### src/rtl/bus_arbiter_pkg.sv
// Shared types and status decode for the XT bus arbiter.
package bus_arbiter_pkg;

  typedef enum logic [1:0] {CPU_OWN, HANDOVER, DMA_OWN, RELEASE} arbiter_state_t;

  typedef enum logic [2:0] {
    INTA, IO_READ, IO_WRITE, HALT, CODE, MEM_READ, MEM_WRITE, PASSIVE
  } bus_cycle_t;

  localparam logic [2:0] STATUS_PASSIVE = 3'b111;

  // Enumerator order mirrors the 8088 S2..S0 encoding, so the cast is exact.
  function automatic bus_cycle_t decode_status(input logic [2:0] status);
    if (status == STATUS_PASSIVE) return PASSIVE;
    return bus_cycle_t'(status);
  endfunction

endpackage

### src/rtl/ready_wait_counter.sv
// Cycle-start detection, wait-state counting, pending-cycle latch and CPU READY.
module ready_wait_counter
  import bus_arbiter_pkg::*;
#(
  parameter int unsigned IO_WAIT_STATES  = 1,
  parameter int unsigned MEM_WAIT_STATES = 0
) (
  input  logic       clock,
  input  logic       reset,
  input  bus_cycle_t cycle,
  input  logic       cpu_own,
  input  logic       io_channel_ready,
  output logic       wait_idle,
  output logic       processor_ready
);

  logic       prev_passive_q, prev_passive_d;
  logic       active_q, active_d;
  logic       pending_q, pending_d;
  logic [2:0] wait_count_q, wait_count_d;
  logic [2:0] load_value;
  logic       cycle_start;

  assign cycle_start = prev_passive_q && (cycle != PASSIVE);

  always_comb begin
    load_value = '0;
    case (cycle)
      INTA, IO_READ, IO_WRITE:   load_value = 3'(IO_WAIT_STATES);
      CODE, MEM_READ, MEM_WRITE: load_value = 3'(MEM_WAIT_STATES);
      default:                   load_value = '0;
    endcase
  end

  always_comb begin
    prev_passive_d = (cycle == PASSIVE);
    active_d       = active_q;
    pending_d      = pending_q && !cpu_own;
    wait_count_d   = wait_count_q;
    if (cycle_start) begin
      active_d     = 1'b1;
      pending_d    = !cpu_own;
      wait_count_d = load_value;
    end else begin
      if (cycle == PASSIVE) active_d = 1'b0;
      // Held while the bus is away; counting resumes on return to CPU ownership.
      if (cpu_own && (wait_count_q != '0)) wait_count_d = wait_count_q - 3'd1;
    end
  end

  always_ff @(posedge clock or posedge reset) begin
    if (reset) begin
      prev_passive_q <= 1'b1;
      active_q       <= 1'b0;
      pending_q      <= 1'b0;
      wait_count_q   <= '0;
    end else begin
      prev_passive_q <= prev_passive_d;
      active_q       <= active_d;
      pending_q      <= pending_d;
      wait_count_q   <= wait_count_d;
    end
  end

  assign wait_idle = (wait_count_q == '0);

  always_comb begin
    processor_ready = 1'b1;
    if (!wait_idle)                       processor_ready = 1'b0;
    if (active_q && !io_channel_ready)    processor_ready = 1'b0;
    if (pending_q && !cpu_own)            processor_ready = 1'b0;
  end

endmodule

### src/rtl/bus_arbiter.sv
// XT bus ownership sequencer between the 8088 and the 8237, with CPU READY generation.
module bus_arbiter
  import bus_arbiter_pkg::*;
#(
  parameter int unsigned IO_WAIT_STATES  = 1,
  parameter int unsigned MEM_WAIT_STATES = 0
) (
  input  logic       clock,
  input  logic       reset,
  input  logic [2:0] processor_status,
  input  logic       processor_lock_n,
  input  logic       dma_hold_request,
  input  logic       io_channel_ready,
  output logic       dma_hold_acknowledge,
  output logic       address_enable_n,
  output logic       processor_ready
);

  arbiter_state_t state_q, state_d;
  bus_cycle_t     cycle;
  logic           wait_idle;
  logic           grant_ok;

  assign cycle = decode_status(processor_status);

  // HALT leaves the bus free, so it does not hold off a DMA request.
  assign grant_ok = dma_hold_request && processor_lock_n && wait_idle &&
                    ((cycle == PASSIVE) || (cycle == HALT));

  ready_wait_counter #(
    .IO_WAIT_STATES  (IO_WAIT_STATES),
    .MEM_WAIT_STATES (MEM_WAIT_STATES)
  ) u_ready_wait_counter (
    .clock            (clock),
    .reset            (reset),
    .cycle            (cycle),
    .cpu_own          (state_q == CPU_OWN),
    .io_channel_ready (io_channel_ready),
    .wait_idle        (wait_idle),
    .processor_ready  (processor_ready)
  );

  always_ff @(posedge clock or posedge reset) begin
    if (reset) state_q <= CPU_OWN;
    else       state_q <= state_d;
  end

  always_comb begin
    state_d = state_q;
    unique case (state_q)
      CPU_OWN:  if (grant_ok) state_d = HANDOVER;
      HANDOVER: state_d = dma_hold_request ? DMA_OWN : RELEASE;
      DMA_OWN:  if (!dma_hold_request) state_d = RELEASE;
      RELEASE:  state_d = CPU_OWN;
      default:  state_d = CPU_OWN;
    endcase
  end

  always_comb begin
    dma_hold_acknowledge = 1'b0;
    address_enable_n     = 1'b1;
    unique case (state_q)
      CPU_OWN:  address_enable_n = 1'b0;
      DMA_OWN:  dma_hold_acknowledge = 1'b1;
      default:  ;
    endcase
  end

endmodule

### config.mk
export PLATFORM = sky130hd
export DESIGN_NAME = bus_arbiter
export DESIGN_NICKNAME = d
export VERILOG_FILES = /design/src/rtl/bus_arbiter_pkg.sv /design/src/rtl/ready_wait_counter.sv /design/src/rtl/bus_arbiter.sv
export SDC_FILE = /design/constraint.sdc
export NUM_CORES = 1
export LEC_CHECK = 0
export BUFFER_PORTS_ARGS = -buffer_cell sky130_fd_sc_hd__buf_4
export CORE_AREA = 2 2 39 41
export DETAILED_ROUTE_END_ITERATION = 7
export DIE_AREA = 0 0 41 43
export PLACE_DENSITY = 0.59
export SLEW_MARGIN = 0
export SYNTH_ARGS = -nofsm -noshare
export SYNTH_HDL_FRONTEND = slang
export SYNTH_SLANG_ARGS = --single-unit
### constraint.sdc
create_clock -name clock -period 2.5 [get_ports clock]
set_clock_uncertainty 0.05 [all_clocks]
set_input_delay 0.125 -clock clock [delete_from_list [all_inputs] [get_ports clock]]
set_output_delay 0.125 -clock clock [all_outputs]
set_load 0.02 [all_outputs]
After elaboration in Yosys (flattened, before gate mapping)
Cells that the tools add are included.
{"block": "totals", "register_bits": 8, "inputBits": 8, "out_inout_bits": 3, "wordCells": 53}
{"block": "op_classes", "add_sub_neg": 1, "eq_ne": 11, "muxes": 18, "n_reduce_logical": 18}
{"cell": "$mux W3", "count": 4}
{"cell": "$mux W1", "count": 11}
{"cell": "$pmux W2 S4", "count": 1}
{"cell": "$logic_and A1 B1 Y1", "count": 7}
{"cell": "$eq A3 B2 Y1 const B", "count": 2}
{"cell": "$eq A3 B3 Y1 const B", "count": 2}
{"cell": "$logic_not A3 Y1", "count": 2}
{"cell": "$eq A2 B2 Y1 const B", "count": 2}
{"cell": "$mux W2", "count": 2}
{"cell": "$ne A2 B2 Y1 const B", "count": 2}
{"cell": "$reduce_bool A2 Y1", "count": 2}
{"cell": "$eq A3 B1 Y1 const B", "count": 1}
{"cell": "$ne A3 B3 Y1 const B", "count": 1}
{"cell": "$reduce_bool A3 Y1", "count": 1}
{"cell": "$reduce_or A3 Y1", "count": 1}
{"cell": "$sub A3 B1 Y3 const B", "count": 1}
{"cell": "$eq A2 B1 Y1 const B", "count": 1}
{"cell": "$logic_not A1 Y1", "count": 2}
{"cell": "$logic_not A2 Y1", "count": 1}
{"cell": "$reduce_and A2 Y1", "count": 1}
{"cell": "$logic_or A1 B1 Y1", "count": 1}

Longest topological paths before layout
{"block": "logic_depth", "depth_word": 8, "ltp_mapped": 6}

Modules after synthesis
From an unflattened synthesis, not the netlist that was laid out.
{"block": "unflattened", "cells_unflattened": 58, "hier_area_um2": 546.8}
{"module": "ready_wait_counter", "instances": 1, "cells_per_inst": 33, "area_per_inst_um2": 347.8}
{"module": "bus_arbiter", "instances": 1, "cells_per_inst": 25, "area_per_inst_um2": 198.9}

Worst setup path after synthesis
Ideal clock, no wire load.
{"block": "synth_path", "path_kind": "register to output", "startpoint": "register state_q[0]", "endpoint": "output processor_ready", "t_arrival_ns": 1.530, "path_slack_ns": 0.795, "stages_incl_launch_ff": 6, "n_path_buf": 1, "cell_sequence": "dfrtp_1 > inv_1 > ha_1 > buf_2 > inv_1 > a221oi_1"}
{"block": "synth_via", "elab_chain_cells": 4}
{"item": "from (decl)", "line": "bus_arbiter.sv:19", "source": "arbiter_state_t state_q, state_d;"}
{"item": "from (signal assigned)", "line": "bus_arbiter.sv:45", "source": "else state_q <= state_d;"}
{"item": "$logic_not A2 Y1", "line": "bus_arbiter.sv:37", "source": ".cpu_own (state_q == CPU_OWN),"}
{"item": "$logic_not A1 Y1", "line": "ready_wait_counter.sv:71", "source": "if (pending_q && !cpu_own) processor_ready = 1'b0;"}
{"item": "$logic_and A1 B1 Y1", "line": "ready_wait_counter.sv:71"}
{"item": "$mux W1", "line": "ready_wait_counter.sv:71"}
{"item": "to (decl)", "line": "bus_arbiter.sv:16", "source": "output logic processor_ready"}
No other way between the ends.

Worst setup path in the final report
Same ends and word-level chain as after synthesis.

==> out/summary.md <==
The analysis attributes to cell leakage a power of 0.307 nW. Across the run, the number of max-cap violations was 0. The delay contributed by the slowest stage of the critical path is 0.40 ns, and the number of global-route vias before repair is 329.

The run gives 0 as the final-report hold violation count. The largest area contributor in the netlist is sky130_fd_sc_hd__dfrtp_1. The share of total power dissipated in the clock network is 15.1%. The combined area of all synthesized cells is 479 µm², and the synthesized-area fraction occupied by adder cells is 13.1%.

The number of cells traversed by the worst hold path is 3, and the number of library cell types mapped by synthesis is 22. The number of antenna-violating nets in the routed design is 0. Timing would allow up to 533 MHz.

For this run, the detailed router's first-pass iteration total came to 4. The synthesized netlist devotes 11.7% of its cell area to compound gates. The count of final max-slew check failures is 0, and the DRC violation total after the first TritonRoute iteration is 5.

The clock net in this run drives a total of 8 sinks. Sequential fraction of design power: 30.2%. Setup repair after global routing left no endpoint under its margin. The die is 41 µm wide.

The top cell types in the final layout, fill and taps aside, are sky130_fd_sc_hd__buf_4, sky130_fd_sc_hd__inv_1, sky130_fd_sc_hd__dfrtp_1. The setup check on the worst reg-to-reg path leaves a slack of 0.95 ns. At the end of the flow, the number of nets in the layout was 77.

For the initial core utilization, the log shows 34.6%. Routability-driven placement finished with a final weighted congestion of 0.648. In this run the power spent charging and discharging nets is 0.000289 W.

In this run the biggest area consumer among cell types represents 36.6% of the synthesized area. The tools report the global router's overall resource usage as 12.2%. After layout, the worst path uses 75.1% of the clock period.

The clock transition at the register clock pins on the worst setup and hold paths after CTS is 0.06 ns. Root cell of the clock tree: sky130_fd_sc_hd__clkbuf_4. The setup total negative slack was 0 ns; the peak supply drop was 0.610 mV. The logs give 0 for the number of diodes added for antenna fixing and 14 for the number of cell rows.

Of the synthesized area, sequential elements account for 42.0%. The maximum fanout along the worst path was 9; the placed wire-length estimate after detailed placement was 658 µm. Measured along the y axis, the die boundary spans 43 µm. Tracing the worst setup path back leads to its startpoint at state_q[0]$_DFFE_PP0P_. The worst register-to-register path has a depth of 5.

TritonCTS built the clock tree. Traced cell by cell, the critical path runs through inv_1 -> ha_1 -> inv_1 -> a221oi_1 -> buf_4. The run gives 1 as the number of H-tree levels. The synthesized netlist devotes 3.66% of its cell area to XOR and XNOR gates.

The nature of the critical path endpoint is an output port. Capture point of the worst reg-to-reg path: state_q[1]$_DFFE_PP0P_. The slowest stage of the critical path is the sky130_fd_sc_hd__dfrtp_1 cell.

The logs give 359 for the number of vias after detailed routing and 79 for the number of non-filler instances in the completed layout. The wire length after detailed routing is 844 µm. The worst flop-to-flop path startpoint is state_q[0]$_DFFE_PP0P_. After detailed routing, the number of vias per cell comes to 4.54. The run gives 49 as the number of instances in the synthesized netlist. Relative to the synthesized area, the layout overhead comes to 26.4%. The mean instance size in the synthesized netlist came out at 9.78 µm².

Summing the areas of all and, or, nand and nor instances in the mapped netlist gives 19.1% of the synthesized area. The tightest min-delay check is of the primary input to flop type. TritonCTS created 3 clock buffers. The total global routing overflow came out at 0. The clock passes through at most 2 buffers. The cell class contributing the biggest share of worst-path delay is flip-flops.

The total area inside the core boundary comes to 1380 µm². STA classifies the critical path startpoint as a flop. The most frequent standard cell in the layout excluding fill and tap cells is sky130_fd_sc_hd__buf_4. At the later pin of the worst-skew pair, clock insertion delay measures 0.25 ns.

The tools report the worst min-delay path endpoint as u_ready_wait_counter.wait_count_q[0]$_DFFE_PP0P_. In this run the power density over the cells is 1180 nW/µm². Tightest slew margin relative to the limit: 77.3%. The run finished with clean final reports. In the final layout, the share of cells above drive strength 1 is 34.9%.

Input and output buffers added on the ports amount to 10. After detailed routing, the average wire length per cell comes to 10.7 µm. For the pin with the worst max-slew slack, the measured transition is 0.341 ns. The tools report the worst min-delay path startpoint as processor_status[2]. After synthesis, the largest family of logic cells by area is simple AND/OR/NAND/NOR gates.

The number of nets in the synthesized netlist is 62. The net switching share of the total power came out at 40.4%. Pin count of the biggest net entering global routing: 10. Setup violations remaining at the end of the flow were counted as 0. The critical path is of the flop to output port type. The run gives 136 as the total of fill cells in the finished design.

Combinational share of power: 54.7%. Yosys printed 0 warnings. The first global-routing pass estimated 1.41 mm of wire.

Together, buffers and inverters on the worst path number 3. The register bit total from synthesis is 8, and the arrival time at the worst endpoint is 1.70 ns. For the critical path required time, the log shows 2.33 ns. For the number of top-level pins, the log shows 11. After synthesis, the cell types taking the most area are sky130_fd_sc_hd__dfrtp_1, sky130_fd_sc_hd__ha_1, sky130_fd_sc_hd__inv_1, sky130_fd_sc_hd__dfstp_2, sky130_fd_sc_hd__o21ai_0. The floorplan step defined a die boundary enclosing 1760 µm².

For the detailed-route DRC error count, the log shows 0. The initial antenna violation count is 0, and the cell-internal power is 0.000427 W. The cell seen most often among critical-path stages was sky130_fd_sc_hd__inv_1. In the synthesized netlist, mux cells make up 3.13% of the area. After layout, the minimum clock period comes to 1.88 ns.

The run gives 74 as the total placed cells including tap cells.
-- cell usage after synthesis (all sizes together) --
cell and n:
a311oi 1, nand2b 1, nor2 5, inv 8, xnor2 1, ha 5
and3 1, xor2 1, dfrtp 7, buf 1, dfstp 1, a21oi 2
mux2 1, o21ai 5, a221oi 1, nor2b 1, nand2 4, nand3 2
nand3b 1
-- registers in the layout, indices dropped and copies added (netlist names) --
signal,flops
u_ready_wait_counter.prev_passive_q,1
u_ready_wait_counter.active_q,1
u_ready_wait_counter.pending_q,1
u_ready_wait_counter.wait_count_q,3
state_q,2
-- kinds of logic (layout without fill, tap and decap cells) --
kind of cell             Yosys count  after routing
AO/OA/AOI/OAI                      9              9
XOR/XNOR                           2              2
adder cells (fa/ha/maj)            5              5
buffers and inverters              9             23
flip-flops                         8              8
multiplexers                       1              1
AND/OR/NAND/NOR                   15             15
-- worst min-delay path, stage by stage --
cell and delay (ns):
sky130_fd_sc_hd__buf_4 0.08, sky130_fd_sc_hd__nand3b_1 0.09, sky130_fd_sc_hd__o21ai_0 0.07
-- layout make-up --
type,count,area (µm²),area share (%)
clock buffer,4,26.3,4.34
inverter,8,30.0,4.96
multi-input combinational,32,243,40.1
sequential,8,201,33.3
tap,16,20.0,3.31
timing repair buffer,11,85.1,14.0
-- power by group through the flow --
stage | logic, W | registers [W] | clock network (W)
2_1_floorplan | 0.000303 | 0.000209 | 0
3_3_place_gp | 0.000385 | 0.000215 | 0
3_5_place_dp | 0.000391 | 0.000217 | 0
4_1_cts | 0.000396 | 0.000215 | 0.000113
5_1_grt | 0.000441 | 0.000220 | 0.000119
6_report | 0.000392 | 0.000216 | 0.000108
-- metrics by stage --
step / hold WS [ns] / instance area (µm²) / total power [W] / utilization [%] / setup slack [ns]
3_3_place_gp: 0.0526 / 569 / 0.000600 / 41.1 / 0.952
4_1_cts: 0.0987 / 606 / 0.000723 / 43.8 / 0.626
3_5_place_dp: 0.0515 / 569 / 0.000608 / 41.1 / 0.915
2_1_floorplan: -0.110 / 479 / 0.000512 / - / 0.795
5_1_grt: 0.111 / 606 / 0.000780 / 43.8 / 0.472
6_report: 0.107 / 606 / 0.000715 / 43.8 / 0.622
-- worst max-delay path by stage --
stage,endpoint,cells past startpoint
final,processor_ready,5
after global routing,processor_ready,5
after CTS,processor_ready,5
after detailed placement,processor_ready,5
after global placement,processor_ready,5
after floorplan,processor_ready,5
-- timing repair --
action,in CTS,in global routing
buffers inserted,0,0
gates resized for setup,0,0
hold buffers,1,0
endpoints found under the hold margin,7,0
-- layer usage --
layer	wire (µm)	vias to the layer above	global-route usage, %
met5	0	-	0
met4	0	0	10.0
met3	33	0	1.57
met2	389	8	16.3
met1	421	163	16.8
li1	-	188	-
Power figures use the tool's default switching activity.
